==> config.mk <==
export PLATFORM = sky130hd
export DESIGN_NAME = lsu_mem_master
export DESIGN_NICKNAME = d
export VERILOG_FILES = /design/src/rtl/lsu_mem_master.sv
export SDC_FILE = /design/constraint.sdc
export NUM_CORES = 1
export LEC_CHECK = 0
export ABC_AREA = 1
export CAP_MARGIN = 20
export CORE_ASPECT_RATIO = 1.2
export CORE_MARGIN = 3
export CORE_UTILIZATION = 45
export DETAILED_ROUTE_END_ITERATION = 6
export PLACE_DENSITY = 0.74
export SYNTH_ARGS = -nofsm -noshare
export SYNTH_HDL_FRONTEND = slang
export SYNTH_SLANG_ARGS = --single-unit
==> constraint.sdc <==
create_clock -name clk -period 3.6 [get_ports clk]
set_clock_uncertainty 0.2 [all_clocks]
set_input_delay 0.72 -clock clk [delete_from_list [all_inputs] [get_ports clk]]
set_output_delay 0.72 -clock clk [all_outputs]
set_load 0.01 [all_outputs]
==> src/rtl/lsu_mem_master.sv <==
// lsu_mem_master: load/store initiator for the 64 x 32-bit DataMem array.
// Takes one RV32 load/store at a time, drives the memory strobes and the
// word address, and returns a one-cycle response pulse with load data or
// a fault flag. Sub-word stores use a read-modify-write sequence.
//
// Build option: define LSU_MISALIGN_FAULT_EN to make misaligned halfword
// and word accesses fault. Without it, the offending low address bits are
// ignored and the access proceeds aligned.
//
// Handshake: a request is taken on a rising edge where req_valid and
// req_ready are both high. req_ready is high only in IDLE. rsp_valid is a
// single-cycle pulse. rsp_fault qualifies it and is 0 at all other times.
// The FSM state is held in state_q (type state_t) so checkers can bind to it.
module lsu_mem_master (
  input  logic        clk,
  input  logic        rst_n,
  input  logic        req_valid,
  output logic        req_ready,
  input  logic        req_we,
  input  logic [2:0]  req_funct3,
  input  logic [7:0]  req_addr,
  input  logic [31:0] req_wdata,
  output logic        rsp_valid,
  output logic [31:0] rsp_rdata,
  output logic        rsp_fault,
  output logic        mem_rd,
  output logic        mem_wr,
  output logic [5:0]  mem_addr,
  output logic [31:0] mem_wdata,
  input  logic [31:0] mem_rdata
);

  typedef enum logic [2:0] {
    S_IDLE   = 3'd0,
    S_LOAD   = 3'd1,
    S_STORE  = 3'd2,
    S_RMW_RD = 3'd3,
    S_RMW_WR = 3'd4,
    S_RESP   = 3'd5
  } state_t;

  state_t      state_q, state_d;
  logic [2:0]  f3_q, f3_d;
  logic [7:0]  addr_q, addr_d;
  logic [31:0] wdata_q, wdata_d;
  logic [31:0] word_q, word_d;
  logic [31:0] rdata_q, rdata_d;
  logic        fault_q, fault_d;

  logic        illegal;
  logic        misalign;
  logic        req_fault;
  logic [31:0] load_data;
  logic [31:0] merged;
  logic [7:0]  ld_byte;
  logic [15:0] ld_half;

  assign rsp_rdata = rdata_q;

  // Classify the incoming request: illegal encodings and, optionally, misalignment.
  always_comb begin
    illegal  = (req_funct3 == 3'b011) || (req_funct3[2:1] == 2'b11) ||
               (req_we && req_funct3[2]);
`ifdef LSU_MISALIGN_FAULT_EN
    misalign = ((req_funct3[1:0] == 2'b01) && req_addr[0]) ||
               ((req_funct3[1:0] == 2'b10) && (req_addr[1:0] != 2'b00));
`else
    misalign = 1'b0;
`endif
    req_fault = illegal || misalign;
  end

  // Pick the addressed lane out of the memory word and extend it for the load result.
  always_comb begin
    ld_byte = mem_rdata[7:0];
    case (addr_q[1:0])
      2'd0:    ld_byte = mem_rdata[7:0];
      2'd1:    ld_byte = mem_rdata[15:8];
      2'd2:    ld_byte = mem_rdata[23:16];
      default: ld_byte = mem_rdata[31:24];
    endcase
    ld_half = addr_q[1] ? mem_rdata[31:16] : mem_rdata[15:0];
    case (f3_q)
      3'b000:  load_data = {{24{ld_byte[7]}}, ld_byte};
      3'b100:  load_data = {24'd0, ld_byte};
      3'b001:  load_data = {{16{ld_half[15]}}, ld_half};
      3'b101:  load_data = {16'd0, ld_half};
      default: load_data = mem_rdata;
    endcase
  end

  // Replace the target byte/halfword lane of the registered word, keeping the rest.
  always_comb begin
    merged = word_q;
    if (f3_q[1:0] == 2'b00) begin
      case (addr_q[1:0])
        2'd0:    merged[7:0]   = wdata_q[7:0];
        2'd1:    merged[15:8]  = wdata_q[7:0];
        2'd2:    merged[23:16] = wdata_q[7:0];
        default: merged[31:24] = wdata_q[7:0];
      endcase
    end else begin
      if (addr_q[1]) merged[31:16] = wdata_q[15:0];
      else           merged[15:0]  = wdata_q[15:0];
    end
  end

  // Next-state and output logic for the request/memory/response sequence.
  always_comb begin
    state_d   = state_q;
    f3_d      = f3_q;
    addr_d    = addr_q;
    wdata_d   = wdata_q;
    word_d    = word_q;
    rdata_d   = rdata_q;
    fault_d   = fault_q;
    req_ready = 1'b0;
    rsp_valid = 1'b0;
    rsp_fault = 1'b0;
    mem_rd    = 1'b0;
    mem_wr    = 1'b0;
    mem_addr  = 6'd0;
    mem_wdata = 32'd0;
    case (state_q)
      S_IDLE: begin
        req_ready = 1'b1;
        if (req_valid) begin
          f3_d    = req_funct3;
          addr_d  = req_addr;
          wdata_d = req_wdata;
          fault_d = req_fault;
          if (req_fault) begin
            rdata_d = 32'd0;
            state_d = S_RESP;
          end else if (!req_we) begin
            state_d = S_LOAD;
          end else if (req_funct3 == 3'b010) begin
            state_d = S_STORE;
          end else begin
            state_d = S_RMW_RD;
          end
        end
      end
      S_LOAD: begin
        mem_rd    = 1'b1;
        mem_addr  = addr_q[7:2];
        mem_wdata = wdata_q;
        rdata_d   = load_data;
        state_d   = S_RESP;
      end
      S_STORE: begin
        mem_wr    = 1'b1;
        mem_addr  = addr_q[7:2];
        mem_wdata = wdata_q;
        rdata_d   = 32'd0;
        state_d   = S_RESP;
      end
      S_RMW_RD: begin
        mem_rd    = 1'b1;
        mem_addr  = addr_q[7:2];
        mem_wdata = wdata_q;
        word_d    = mem_rdata;
        state_d   = S_RMW_WR;
      end
      S_RMW_WR: begin
        mem_wr    = 1'b1;
        mem_addr  = addr_q[7:2];
        mem_wdata = merged;
        rdata_d   = 32'd0;
        state_d   = S_RESP;
      end
      S_RESP: begin
        rsp_valid = 1'b1;
        rsp_fault = fault_q;
        state_d   = S_IDLE;
      end
      default: state_d = S_IDLE;
    endcase
  end

  // State and latched request registers; reset drops any in-flight operation.
  always_ff @(posedge clk or negedge rst_n) begin
    if (!rst_n) begin
      state_q <= S_IDLE;
      f3_q    <= 3'd0;
      addr_q  <= 8'd0;
      wdata_q <= 32'd0;
      word_q  <= 32'd0;
      rdata_q <= 32'd0;
      fault_q <= 1'b0;
    end else begin
      state_q <= state_d;
      f3_q    <= f3_d;
      addr_q  <= addr_d;
      wdata_q <= wdata_d;
      word_q  <= word_d;
      rdata_q <= rdata_d;
      fault_q <= fault_d;
    end
  end

endmodule

* After elaboration in Yosys (flattened, before gate mapping) *
Cells that the tools add are included.

word-level totals
  bits in registers = 111
  input port bits = 79
  output and inout bits = 75
  word-level logic and storage cells = 63

cells by class
  equality and inequality tests = 15
  mux-type cells = 25
  reduce and logical (&&, ||, !) cells = 16

operator list
  kind                                            number
  case mux 32 bit (4 select lines)                1
  two-way mux 32 bit                              3
  case mux 32 bit (3 select lines)                1
  case mux 32 bit (2 select lines)                1
  two-way mux 16 bit                              3
  two-way mux 8 bit                               4
  case mux 8 bit (3 select lines)                 1
  == test 3 x 2 -> 1 bit (second input constant)  4
  == test 3 bit (second input constant)           4
  case mux 3 bit (3 select lines)                 1
  OR reduction 3 bit                              3
  == test 3 x 1 -> 1 bit (second input constant)  2
  zero test 3 bit                                 2
  two-way mux 1 bit                               6
  two-way mux 3 bit                               2
  two-way mux 6 bit                               1
  == test 2 bit (second input constant)           2
  zero test 2 bit                                 2
  != test 2 bit (second input constant)           2
  OR reduction 2 bit                              2
  OR reduction 4 bit                              1
  AND reduction 3 bit                             1
  nonzero test 3 bit                              1
  == test 2 x 1 -> 1 bit (second input constant)  1
  4 further kinds                                 5

* Longest topological paths before layout *
  depth after elaboration = 6
  gate-level depth with buffers = 10
  mapped depth without buffers = 8

* Worst setup path after synthesis *
Ideal clock, no wire load.

  path type = reg2out
  start = register f3_q[1]
  end = output mem_wdata[0]
  data arrival time = 1.274 ns
  data required time = 2.680 ns
  slack = 1.406 ns
  cell stages (with the launch flop) = 8
  buffers on the path = 2
  path through = dfrtp_1 buf_2 nor2_4 clkbuf_1 o21ai_0 o22ai_1 nand2_1 nand2_1

on the way
  word-level cells in the longest chain between the ends = 3

ends and longest elaborated chain
  what                              RTL line  RTL
  start, declared                   43        logic [2:0] f3_q, f3_d;
  start signal, assigned            185       f3_q <= 3'd0;
  start signal, assigned            193       f3_q <= f3_d;
  zero test 2 bit                   95        if (f3_q[1:0] == 2'b00) begin
  two-way mux 32 bit                95
  case mux 32 bit (2 select lines)  124       case (state_q)
  end, declared                     29        output logic [31:0] mem_wdata,

Every way passes these cells.

* Worst setup path after layout *
  start = register addr_q[1]
  end = output mem_wdata[20]

on the way
  word-level cells in the longest chain between the ends = 4
  elaborated cells between the ends (all ways) = 5
  classes of those cells = 1 x eq/ne; 4 x mux

ends and longest elaborated chain
  what                                  RTL line  RTL
  start, declared                       44        logic [7:0] addr_q, addr_d;
  start signal, assigned                194       addr_q <= addr_d;
  == test 2 bit                         96        case (addr_q[1:0])
  two-way mux 8 bit                     96
  two-way mux 32 bit (*)                95
  case mux 32 bit (2 select lines) (*)  124

Every way passes the cells marked *; elsewhere a longest branch is shown, timed or not.

==> impl_metrics.csv <==
group,metric,value,unit
clocking,clock_tree.root_cell,"clkbuf_16",
critical_path,crit-reg2reg-launch,"addr_q[1]$_DFFE_PN0P_",
placement,place_inst,1181,
floorplanning,start_util,46.7,%
layout,n_fill_cell,1250,
global_route,antenna_found_initial,0,
floorplanning,die_area,15400,µm²
critical_path,worstSetupStartpointType,"flip-flop",
drt,route.detailed.wl_per_inst,15.7,µm
critical_path,r2r_cells,9,
synth,synth-warning-count,0,
drt,finalWirelength,18.8,mm
global_route,gr-usage-all-layers,24.7,%
floorplanning,core_area,13400,µm²
global_route,globalRoute.totalOverflow,0,
clocking,clk_latency,350,ps
drt,drt_first_iter_violations,412,
timing,max_freq,293,MHz
critical_path,path_class,"reg -> out",
pwr,share_seq_of_total_power,29.7,%
timing,timing.final.setup_violations,0,
critical_path,timing.critical_path.from,"addr_q[1]$_DFFE_PN0P_",
timing,rsz0062_at_grt,"false",
floorplanning,die-width,114,µm
synth,syn-instance-count,898,
global_route,wire_length_of_the_first_global_routing_pass,30.2,mm
pwr,vdd_drop_max,0.000429,V
pwr,cellPowerDensity,957,nW/µm²
pwr,net-switching-power,3560,µW
drt,route.detailed.drc,0,
synth,syn-num-nets,977,
drt,route.vias.total,6236,
clocking,cts_made_buffers,9,
layout,antennaDiodeCount,0,
layout,post_route_cells_drive_above_1_share,5.34,%
synth,postSynth.topFlopCell,"dfrtp_1",
pwr,design_power_total,7810,µW
synth,share_of_synthesized_area_occupied_by_flip_flops_and_latches,44.3,%
pwr,power_frac_clock,13.6,%
critical_path,cp.required,2680,ps
global_route,pin_count_of_the_biggest_net_entering_global_routing,66,
placement,hpwl,13.6,mm
floorplanning,die_height,135,µm
clocking,clock_tree.htree_level_count,3,
synth,netlist_area,6270,µm²
timing,period_share,94.8,%
placement,numPortBuffers,153,
drt,routed_via_density,5.21,
flow_run,timing.max_cap.violations,0,
critical_path,crit_path_end_kind,"primary output",
synth,syn-mean-instance-area,6.98,µm²
critical_path,cp_data_arrival_time,2490,ps
clocking,cts_tree,"built",
synth,synth-edff-count,0,
global_route,grt_pass1_vias,5865,
floorplanning,std_cell_rows,46,
timing,slew_headroom,46.0,%
layout,post_layout_nonfiller_instances,1197,
outcome,status,"finished, final reports clean",
pwr,share_comb_of_total_power,56.7,%
timing,slew_violations,0,
clocking,tritoncts_num_sinks,111,
min_path,hold_path_class,"in -> async",
synth,yosys_register_bits,111,
critical_path,cp_max_fo,26,
drt,drt_pass1_iterations,5,
layout,syn_to_final_growth,30.2,%
layout,final_nets,1103,
timing,worst-slew-pin-transition,809,ps
pwr,internal-power,4250,µW
clocking,clk_pin_slew_worst_paths,80,ps
placement,place_congestion,0.946,
floorplanning,design.portCount,154,
drt,ant_nets,0,
clocking,clock_path_buffers,2,
pwr,leakage,0.00402,µW
timing,period_minus_slack,3410,ps
timing,setup_total_negative_slack,0,ps
synth,postSynth.asyncResetShare,100,%
pwr,power.share.switching,45.6,%
timing,timing_hold_violations_final,0,
synth,yosys.cell_types.count,28,
[sequential cells by signal, indices dropped and copies added (netlist names)]
register	flops
rsp_rdata	32
wdata_q	32
word_q	32
addr_q	8
f3_q	3
state_q	3
fault_q	1
[final cells by class]
type	count	area (µm²)	area share, %
Tap cell	168	210	2.58
Clock inverter	6	73.8	0.905
Inverter	67	254	3.11
Timing Repair Buffer	167	1650	20.2
Multi-Input combinational cell	668	2960	36.2
Clock buffer	10	239	2.93
Sequential cell	111	2780	34.0
[logic make-up (layout without fill, tap and decap cells)]
| logic type | count (synthesis) | after routing | share of synthesized area (%) |
|---|---|---|---|
| buffers and inverters | 119 | 250 | 8.72 |
| AO/OA/AOI/OAI | 197 | 197 | 16.7 |
| multiplexers | 4 | 4 | 0.719 |
| flip-flops | 111 | 111 | 44.3 |
| AND/OR/NAND/NOR | 467 | 467 | 29.5 |
[synthesized netlist by cell type (5+ instances only)]
cell      count  share of area [%]
a21oi_1      35                2.8
buf_2        21                1.7
buf_4        13                1.6
clkbuf_1     12               0.72
dfrtp_1     111                 44
inv_1        63                3.8
nand2_1     372                 22
nand3_1      11               0.88
nor2_1       65                3.9
nor3_1        5               0.40
o211ai_1     10                1.2
o21ai_0     109                8.7
o21ai_1      14                1.1
o22ai_1      26                2.6
[per-layer routing]
metal / share of wire [%] / GRT usage, % / routed length, µm
met5: 0 / 0 / 0
met3: 6.4 / 3.93 / 1200
met1: 45 / 34.4 / 8470
met2: 45 / 37.9 / 8420
met4: 3.8 / 11.5 / 716
[worst max-delay path, cell delays in order (launching register included)]
cell	delay [ps]
dfrtp_1	470
inv_2	380
buf_4	270
o21ai_0	110
o22ai_1	200
nand2_1	100
nand2_1	80
clkdlybuf4s50_1	520
[stage by stage]
stage | instance area, µm² | util [%] | hold WS, ps | worst slack (ps)
2_1_floorplan | 6270 | - | 224 | 1410
3_3_place_gp | 7840 | 58.5 | 253 | 582
3_5_place_dp | 7840 | 58.5 | 263 | 538
4_1_cts | 8150 | 60.8 | 184 | 147
5_1_grt | 8160 | 60.9 | 216 | 10.9
6_report | 8160 | 60.9 | 155 | 189
[power by group through the flow]
stage | sequential [µW] | clock [µW] | combinational [µW]
4_1_cts | 2300 | 1080 | 4430
3_3_place_gp | 2300 | 0 | 4350
5_1_grt | 2380 | 1130 | 4960
2_1_floorplan | 2180 | 0 | 2860
3_5_place_dp | 2310 | 0 | 4400
6_report | 2320 | 1060 | 4430
[path summary, 6_finish.rpt]
check,slack [ps],endpoint
hold reg to reg,270,wdata_q[20]$_DFFE_PN0P_
hold / removal,160,wdata_q[24]$_DFFE_PN0P_
setup reg to reg,1400,rsp_rdata[31]$_DFFE_PN0P_
max in group asynchronous,2280,wdata_q[2]$_DFFE_PN0P_
setup / recovery,190,mem_wdata[20]
min in group clk,270,wdata_q[20]$_DFFE_PN0P_
[cells in the final DEF, fill, tap and decap left out, drive strengths merged, types with 10 or more instances in the layout]
cell,instances
clkdlybuf4s50,152
dfrtp,111
a21oi,36
inv,71
clkbuf,10
o22ai,26
nand3,13
o21ai,123
o211ai,10
nand2,376
nor2,72
buf,15
[repair_timing]
item                                   in CTS  in global routing
setup endpoints to repair                   0                  2
hold buffers                                0                  0
resized for setup                           0                  2
buffers inserted                            0                  0
endpoints found under the hold margin       0                  0
Note: power is estimated with default switching activity, not from simulation.
